==> src/rtl/uart_pkg.sv <==
// Shared UART receive-path definitions: default sizes and the byte type used by the
// receiver and the receive FIFO.
package uart_pkg;

    localparam int unsigned DataBitsDefault = 8;
    localparam int unsigned DepthDefault    = 16;

    typedef logic [DataBitsDefault-1:0] rxByte_t;

endpackage

==> src/rtl/rx_byte_fifo_if.sv <==
// Receive FIFO bus: UART write strobe, show-ahead read handshake and status flags.
interface rx_byte_fifo_if
    import uart_pkg::*;
#(
    parameter int unsigned DATA_BITS = DataBitsDefault,
    parameter int unsigned DEPTH     = DepthDefault
);

    logic                       RxReady;
    logic [DATA_BITS-1:0]       RxData;
    logic                       RdValid;
    logic [DATA_BITS-1:0]       RdData;
    logic                       RdReady;
    logic [$clog2(DEPTH):0]     Count;
    logic                       Full;
    logic                       Empty;
    logic                       Overflow;
    logic                       OverflowClear;

    // Driven by the receiver/consumer side.
    modport master (
        output RxReady, RxData, RdReady, OverflowClear,
        input  RdValid, RdData, Count, Full, Empty, Overflow
    );

    // Implemented by the FIFO.
    modport slave (
        input  RxReady, RxData, RdReady, OverflowClear,
        output RdValid, RdData, Count, Full, Empty, Overflow
    );

endinterface

==> src/rtl/fifo_mem.sv <==
// Reset-cleared storage array: one synchronous write port, one asynchronous read port.
module fifo_mem
    import uart_pkg::*;
#(
    parameter int unsigned DATA_BITS = DataBitsDefault,
    parameter int unsigned DEPTH     = DepthDefault
) (
    input  logic                        Clock,
    input  logic                        ResetN,
    input  logic                        WrEn,
    input  logic [$clog2(DEPTH)-1:0]    WrAddr,
    input  logic [DATA_BITS-1:0]        WrData,
    input  logic [$clog2(DEPTH)-1:0]    RdAddr,
    output logic [DATA_BITS-1:0]        RdData
);

    logic [DATA_BITS-1:0] mem [DEPTH];

    always_ff @(posedge Clock or negedge ResetN) begin
        if (!ResetN) begin
            for (int unsigned i = 0; i < DEPTH; i++) begin
                mem[i] <= '0;
            end
        end else if (WrEn) begin
            mem[WrAddr] <= WrData;
        end
    end

    assign RdData = mem[RdAddr];

endmodule

==> src/rtl/rx_byte_fifo.sv <==
// UART receive byte FIFO: show-ahead read, Count-based occupancy, sticky overflow on drop.
module rx_byte_fifo
    import uart_pkg::*;
#(
    parameter int unsigned DATA_BITS = DataBitsDefault,
    parameter int unsigned DEPTH     = DepthDefault
) (
    input  logic            Clock,
    input  logic            ResetN,
    rx_byte_fifo_if.slave   bus
);

    localparam int unsigned PtrBits = $clog2(DEPTH);
    localparam int unsigned CntBits = PtrBits + 1;

    logic [PtrBits-1:0] wrPtrQ, wrPtrD;
    logic [PtrBits-1:0] rdPtrQ, rdPtrD;
    logic [CntBits-1:0] countQ, countD;
    logic               overflowQ, overflowD;

    logic full, empty, pop, wrAccept, drop;

    assign full  = (countQ == CntBits'(DEPTH));
    assign empty = (countQ == '0);

    // A pop frees the slot in the same cycle, so a write into a full FIFO is still accepted.
    assign pop      = !empty && bus.RdReady;
    assign wrAccept = bus.RxReady && (!full || pop);
    assign drop     = bus.RxReady && full && !pop;

    always_comb begin
        wrPtrD    = wrPtrQ;
        rdPtrD    = rdPtrQ;
        countD    = countQ;
        overflowD = overflowQ;

        if (wrAccept) begin
            wrPtrD = wrPtrQ + PtrBits'(1);
        end
        if (pop) begin
            rdPtrD = rdPtrQ + PtrBits'(1);
        end

        unique case ({wrAccept, pop})
            2'b10:   countD = countQ + CntBits'(1);
            2'b01:   countD = countQ - CntBits'(1);
            default: countD = countQ;
        endcase

        // A drop on the clearing edge wins so no loss goes unreported.
        if (drop) begin
            overflowD = 1'b1;
        end else if (bus.OverflowClear) begin
            overflowD = 1'b0;
        end
    end

    always_ff @(posedge Clock or negedge ResetN) begin
        if (!ResetN) begin
            wrPtrQ    <= '0;
            rdPtrQ    <= '0;
            countQ    <= '0;
            overflowQ <= 1'b0;
        end else begin
            wrPtrQ    <= wrPtrD;
            rdPtrQ    <= rdPtrD;
            countQ    <= countD;
            overflowQ <= overflowD;
        end
    end

    fifo_mem #(
        .DATA_BITS (DATA_BITS),
        .DEPTH     (DEPTH)
    ) uMem (
        .Clock  (Clock),
        .ResetN (ResetN),
        .WrEn   (wrAccept),
        .WrAddr (wrPtrQ),
        .WrData (bus.RxData),
        .RdAddr (rdPtrQ),
        .RdData (bus.RdData)
    );

    assign bus.RdValid  = !empty;
    assign bus.Count    = countQ;
    assign bus.Full     = full;
    assign bus.Empty    = empty;
    assign bus.Overflow = overflowQ;

endmodule

==> src/flat_wrapper.sv <==
// flat-port wrapper written by rule: the top's interface ports become plain ports
module rx_byte_fifo_flat import uart_pkg::*;
#(
    parameter int unsigned DATA_BITS = DataBitsDefault,
    parameter int unsigned DEPTH     = DepthDefault
)
  (Clock, ResetN, bus_RxReady, bus_RxData, bus_RdReady, bus_OverflowClear, bus_RdValid, bus_RdData, bus_Count, bus_Full, bus_Empty, bus_Overflow);
  rx_byte_fifo_if #(.DATA_BITS(DATA_BITS), .DEPTH(DEPTH)) bus_i ();
  input  logic Clock;
  input  logic ResetN;
  input wire logic [$bits(bus_i.RxReady)-1:0] bus_RxReady;
  input wire logic [$bits(bus_i.RxData)-1:0] bus_RxData;
  input wire logic [$bits(bus_i.RdReady)-1:0] bus_RdReady;
  input wire logic [$bits(bus_i.OverflowClear)-1:0] bus_OverflowClear;
  output wire logic [$bits(bus_i.RdValid)-1:0] bus_RdValid;
  output wire logic [$bits(bus_i.RdData)-1:0] bus_RdData;
  output wire logic [$bits(bus_i.Count)-1:0] bus_Count;
  output wire logic [$bits(bus_i.Full)-1:0] bus_Full;
  output wire logic [$bits(bus_i.Empty)-1:0] bus_Empty;
  output wire logic [$bits(bus_i.Overflow)-1:0] bus_Overflow;
  assign bus_i.RxReady = bus_RxReady;
  assign bus_i.RxData = bus_RxData;
  assign bus_i.RdReady = bus_RdReady;
  assign bus_i.OverflowClear = bus_OverflowClear;
  assign bus_RdValid = bus_i.RdValid;
  assign bus_RdData = bus_i.RdData;
  assign bus_Count = bus_i.Count;
  assign bus_Full = bus_i.Full;
  assign bus_Empty = bus_i.Empty;
  assign bus_Overflow = bus_i.Overflow;
  rx_byte_fifo #(.DATA_BITS(DATA_BITS), .DEPTH(DEPTH)) u_core (.Clock(Clock), .ResetN(ResetN), .bus(bus_i));
endmodule
==> config.mk <==
export PLATFORM = sky130hd
export DESIGN_NAME = rx_byte_fifo_flat
export DESIGN_NICKNAME = d
export VERILOG_FILES = /design/src/rtl/uart_pkg.sv /design/src/rtl/rx_byte_fifo_if.sv /design/src/rtl/fifo_mem.sv /design/src/rtl/rx_byte_fifo.sv /design/src/flat_wrapper.sv
export SDC_FILE = /design/constraint.sdc
export NUM_CORES = 1
export LEC_CHECK = 0
export CORE_AREA = 2 2 104 146
export CTS_BUF_LIST = sky130_fd_sc_hd__clkbuf_8
export DETAILED_ROUTE_END_ITERATION = 16
export DIE_AREA = 0 0 106 148
export PLACE_DENSITY = 0.66
export SYNTH_ARGS = -nofsm -noshare
export SYNTH_HDL_FRONTEND = slang
export SYNTH_SLANG_ARGS = --single-unit
==> constraint.sdc <==
create_clock -name Clock -period 3 [get_ports Clock]
set_input_delay 0.3 -clock Clock [delete_from_list [all_inputs] [get_ports Clock]]
set_output_delay 0.3 -clock Clock [all_outputs]
set_load 0.05 [all_outputs]
Word level (Yosys, flattened, before mapping)
Index checks and enable logic that the tools add are counted.
- add/subtract/negate cells: 4
- mux-type cells: 9
- equality and inequality tests: 3
- $lt $le $gt $ge: 3
- reduce and logical (&&, ||, !) cells: 12
- bitwise operators: 2
- operators by type and width (cell ; number):
    bitwise mux 128 bit ; 1
    binary-select mux 8 bit (select 4 bit) ; 1
    demux 8 bit (select 4 bit) ; 1
    2-to-1 mux 8 bit ; 3
    >= comparator 5 bit (second input constant) ; 2
    inverter 4 -> 5 bit ; 2
    one-hot mux 5 bit (2 select lines) ; 1
    adder 4 x 1 -> 4 bit (second input constant) ; 2
    adder 5 x 1 -> 5 bit (second input constant) ; 1
    equality test 5 bit (second input constant) ; 1
    logical AND 1 bit ; 5
    logical NOT 5 bit ; 1
    < comparator 5 x 1 -> 1 bit (second input constant) ; 1
    subtractor 5 x 1 -> 5 bit (second input constant) ; 1
    nonzero test 2 bit ; 2
    logical NOT 1 bit ; 3
    equality test 2 x 1 -> 1 bit (second input constant) ; 1
    equality test 2 bit (second input constant) ; 1
    2-to-1 mux 1 bit ; 2
    logical OR 1 bit ; 1
- word-level logic and storage cells: 53
- input bits: 13
- register bits after elaboration: 142
- output and inout bits: 17

Longest topological paths before layout
- depth after elaboration: 7
- gate-level depth with buffers: 10
- gate-level depth less buffers: 10

By module
From an unflattened synthesis, not the netlist that was laid out.
- cells, all modules: 441
- area, all modules: 6740.2 um^2
- modules (own cells, without submodules) (module ; times used ; area each (um^2) ; cells an instance ; sequential area each (um^2)):
    fifo_mem ; 1 ; 5915.7 ; 365 ; 3203.1
    rx_byte_fifo ; 1 ; 824.5 ; 76 ; 350.3

Worst setup path before layout
Ideal clock, no wire load.
- kind: register to register
- start: reg u_core.countQ[1] (netlist: u_core.bus.Count[1])
- end: reg u_core.countQ[4] (netlist: u_core.bus.Count[4])
- period minus slack after synthesis: 2.946 ns
- cell stages (with the launch flop): 9
- arrival time: 2.792 ns
- required time: 2.846 ns
- setup time: 0.154 ns
- path buffers: 0
- path slack: 0.054 ns
- cell sequence: dfrtp_1 > or4_4 > o21a_1 > ha_1 > ha_1 > nor2b_1 > o21a_1 > o311ai_0 > o311ai_0
- cells in the longest elaborated chain, start to end: 7
- elaborated cells between the ends (all ways): 13
- those cells by class: add/sub: 2; eq/ne: 3; mux: 1; reduce/logical: 7
- RTL lines (what ; RTL line ; RTL):
    start: declaration ; rx_byte_fifo.sv:18 ; logic [CntBits-1:0] countQ, countD;
    start signal: assignment ; rx_byte_fifo.sv:67 ; countQ <= countD;
    logical NOT 5 bit (*) ; rx_byte_fifo.sv:24 ; assign empty = (countQ == '0);
    logical NOT 1 bit (*) ; rx_byte_fifo.sv:27 ; assign pop = !empty && bus.RdReady;
    logical AND 1 bit (*) ; rx_byte_fifo.sv:27 ;
    net u_core.pop ; rx_byte_fifo.sv:21 ; logic full, empty, pop, wrAccept, drop;
    logical OR 1 bit ; rx_byte_fifo.sv:28 ; assign wrAccept = bus.RxReady && (!full || pop);
    logical AND 1 bit ; rx_byte_fifo.sv:28 ;
    equality test 2 x 1 -> 1 bit or equality test 2 bit (tied branches) ; rx_byte_fifo.sv:44 ; unique case ({wrAccept, pop})
    one-hot mux 5 bit (2 select lines) or nonzero test 2 bit (tied branches) ; n/a ;
The timed path passes the listed nets; every way through them passes the cells marked *.
A chain may end at the register's enable or synchronous reset.

Worst setup path in the final report
- start: reg u_core.countQ[0] (netlist: u_core.bus.Count[0])
- end: reg u_core.countQ[4] (netlist: u_core.bus.Count[4])
Same word-level chain as after synthesis.

==> results.tsv <==
metric	value	unit
clock tree buffer depth	2	
DRT iter0 DRCs	167	
register area	3560	um2
clock transition at the registers of the reported paths	0.08	ns
Avg Vias per Cell	5.66	
top_reg_cell synth	dfrtp_1	
DRT Pass-1 Iters	4	
Post-Syn Area per Cell	15.9	um2
synthesized flop and latch total	142	
Slew headroom	49.1	%
WL/cell	22.0	um
xor/xnor share of the synthesized area	1.13	%
CTS Sinks	142	
Synth Area in Compound Gates	2.97	%
RSZ-0062 raised after global routing	no	
Routed WL	15300	um
vias in the first global route	4448	
row count	52	
H-tree Lvls	4	
fill count	1168	
Crit Reg-Reg Startpoint	u_core.bus.Count[0]	
Layout area overhead	13.8	%
Total GRT Usage	21.7	%
min cycle time layout	2.95	ns
fraction of registers with async set or reset after synthesis	100	%
CP Launch Point	u_core.bus.Count[0]	
worst slew pin tran	0.761	ns
ANT cells	0	
PD cells	1170	nW/um2
first-pass GRT wire length	25300	um
CTS tree	done	
post-route setup TNS	0	ns
fin nets	517	
# setup viols final	0	
fin. max-slew vios	0	
Critical Path Start Type	flop	
CP arrival	3.25	ns
Syn Nets	464	
dominant cells by area after synthesis	dfrtp_1, mux2_4, mux2_2, mux4_2, nor3_4	
pin count of the biggest net entering global routing	72	
worst vdd rail ir drop	853	uV
dpl hpwl	10300	um
Die Y	148	um
Adder-Cell Fraction of Synth Area	1.89	%
final hold viol count	0	
max-cap violations	0	
Clk network pwr share	15.4	%
grt ovf	0	
Pleak	3.47	nW
mux share of post-synthesis cell area	34.6	%
Synth area leader	dfrtp_1	
CP Class	flop to flop	
via count	3939	
sw frac	36.9	%
worst-path maximum fanout	8	
antenna viol nets, final	0	
EDFF count, synth	0	
P_int	5.90	mW
fraction of layout cells with a size suffix above 1	49.1	%
Clock Latency Late Sink	0.46	ns
Cell Area, Synth	7000	um2
Simple-Gate Fraction of Synth Area	5.86	%
status	complete, no violations	
Core ar.	14400	um2
Comb power frac	47.7	%
Mapped Cells	441	
number of remaining DRC errors	0	
Initial Utilization	48.7	%
die width	106	um
register area share after synthesis	50.7	%
YS warnings	0	
Setup Skew	0.0148	ns
commonest cells after routing, fill and taps aside	dfrtp_1, mux2_2, mux2_4	
CTS Buf Count	17	
RePlAce Congestion	0.822	
port bufs	29	
# IOs	30	
Multi-input gate area	3260	um2
HP Class	primary input to asynchronous set/reset pin	
initial antenna violation count	0	
Flop pwr share	36.9	%
P_sw	3.45	mW
WHS	0.417	ns
crit share post-route	98.2	%
most common library cell in the layout ignoring fill and taps	dfrtp_1	
Netlist cell types	40	
CTS Root Cell	clkbuf_8	
Synth top area share	50.7	%
crit end category	flop	
combinational family with the most area after synthesis	multiplexers	
fmax	339	MHz
Worst EP required	3.31	ns
die area	15700	um2
## synthesized netlist by cell type (2+ instances only)
| master | count |
|---|---|
| nor3_2 | 4 |
| nand4_1 | 5 |
| and2_1 | 2 |
| nand2_1 | 20 |
| mux2_2 | 66 |
| xor2_1 | 4 |
| buf_2 | 3 |
| xnor2_1 | 5 |
| a22oi_1 | 16 |
| nand2b_1 | 2 |
| nor3_4 | 8 |
| o21ai_0 | 5 |
| mux2_4 | 64 |
| nor2b_1 | 3 |
| ha_1 | 9 |
| o21a_1 | 2 |
| inv_1 | 8 |
| dfrtp_1 | 142 |
| mux4_2 | 32 |
| buf_1 | 3 |
| clkbuf_1 | 9 |
| clkdlybuf4s50_2 | 7 |
| nor2_1 | 4 |
| o311ai_0 | 2 |
## worst paths after layout
path	end	cells past startpoint	slack (ns)
max	u_core.bus.Count[4]	8	0.05
min	u_core.uMem.mem[13]	2	0.42
max reg2reg	u_core.bus.Count[4]	8	0.05
min reg2reg	u_core.uMem.mem[91]	1	0.51
max in group asynchronous	u_core.uMem.mem[105]	3	1.78
min in group Clock	u_core.bus.Overflow	2	0.42
## power groups by stage
stage               logic, mW  clock network [mW]  registers, mW
finish                   4.45                1.44           3.45
global route             4.76                1.57           3.58
CTS                      4.49                1.49           3.44
detailed placement       4.48                   0           3.46
global placement         4.38                   0           3.39
floorplan                3.34                   0           3.37
## registers in the layout, indices dropped and copies added, names as in the netlist
register	cells
u_core.rdPtrQ	4
u_core.wrPtrQ	4
u_core.bus.Count	5
u_core.bus.Overflow	1
u_core.uMem.mem	128
## cell families after synthesis
kind of cell / count (synthesis)
buffers and inverters: 32
multiplexers: 162
adder cells (fa/ha/maj): 10
flip-flops: 142
XOR/XNOR: 9
AO/OA/AOI/OAI: 29
AND/OR/NAND/NOR: 57
## layer usage
layer	vias to the layer above	track usage (%)	part of all wire [%]
li1	1748	-	-
met1	2073	28.7	43
met2	86	34.9	50
met3	32	4.10	3.1
met4	0	9.87	3.2
met5	-	0	0
## metrics by stage
stage	instances	cell area [um2]	power (mW)	worst slack (ns)	util [%]
detailed placement	663	7580	7.94	0.0188	52.7
global placement	663	7580	7.77	0.121	52.7
CTS	696	7960	9.42	0.0275	55.4
finish	696	7970	9.35	0.0528	55.4
floorplan	441	7000	6.70	0.0537	-
global route	696	7970	9.90	0.000850	55.4
## critical path: stages, from the launching register on
cell and delay [ns]:
dfrtp_1 0.46, or4_4 0.58, o21a_1 0.26, ha_2 0.25, ha_1 0.33, nor2b_1 0.16
o21a_1 0.21, o311ai_0 0.36, o311ai_0 0.19
## cell type report
cell class / count / share of cell area, %
well taps: 189 / 2.97
repair buffers: 58 / 6.48
clock buffers: 20 / 3.45
multi-input cells: 267 / 40.9
flip-flops and latches: 142 / 44.6
inverters: 8 / 0.377
clock inverters: 12 / 1.19
## repair_timing
item | in CTS | in global routing
hold buffers | 1 | 0
setup endpoints to repair | 0 | 3
setup buffers | 0 | 0
hold endpoints to repair | 69 | 0
resized for setup | 0 | 3
Note: power is estimated with default switching activity, not from simulation.
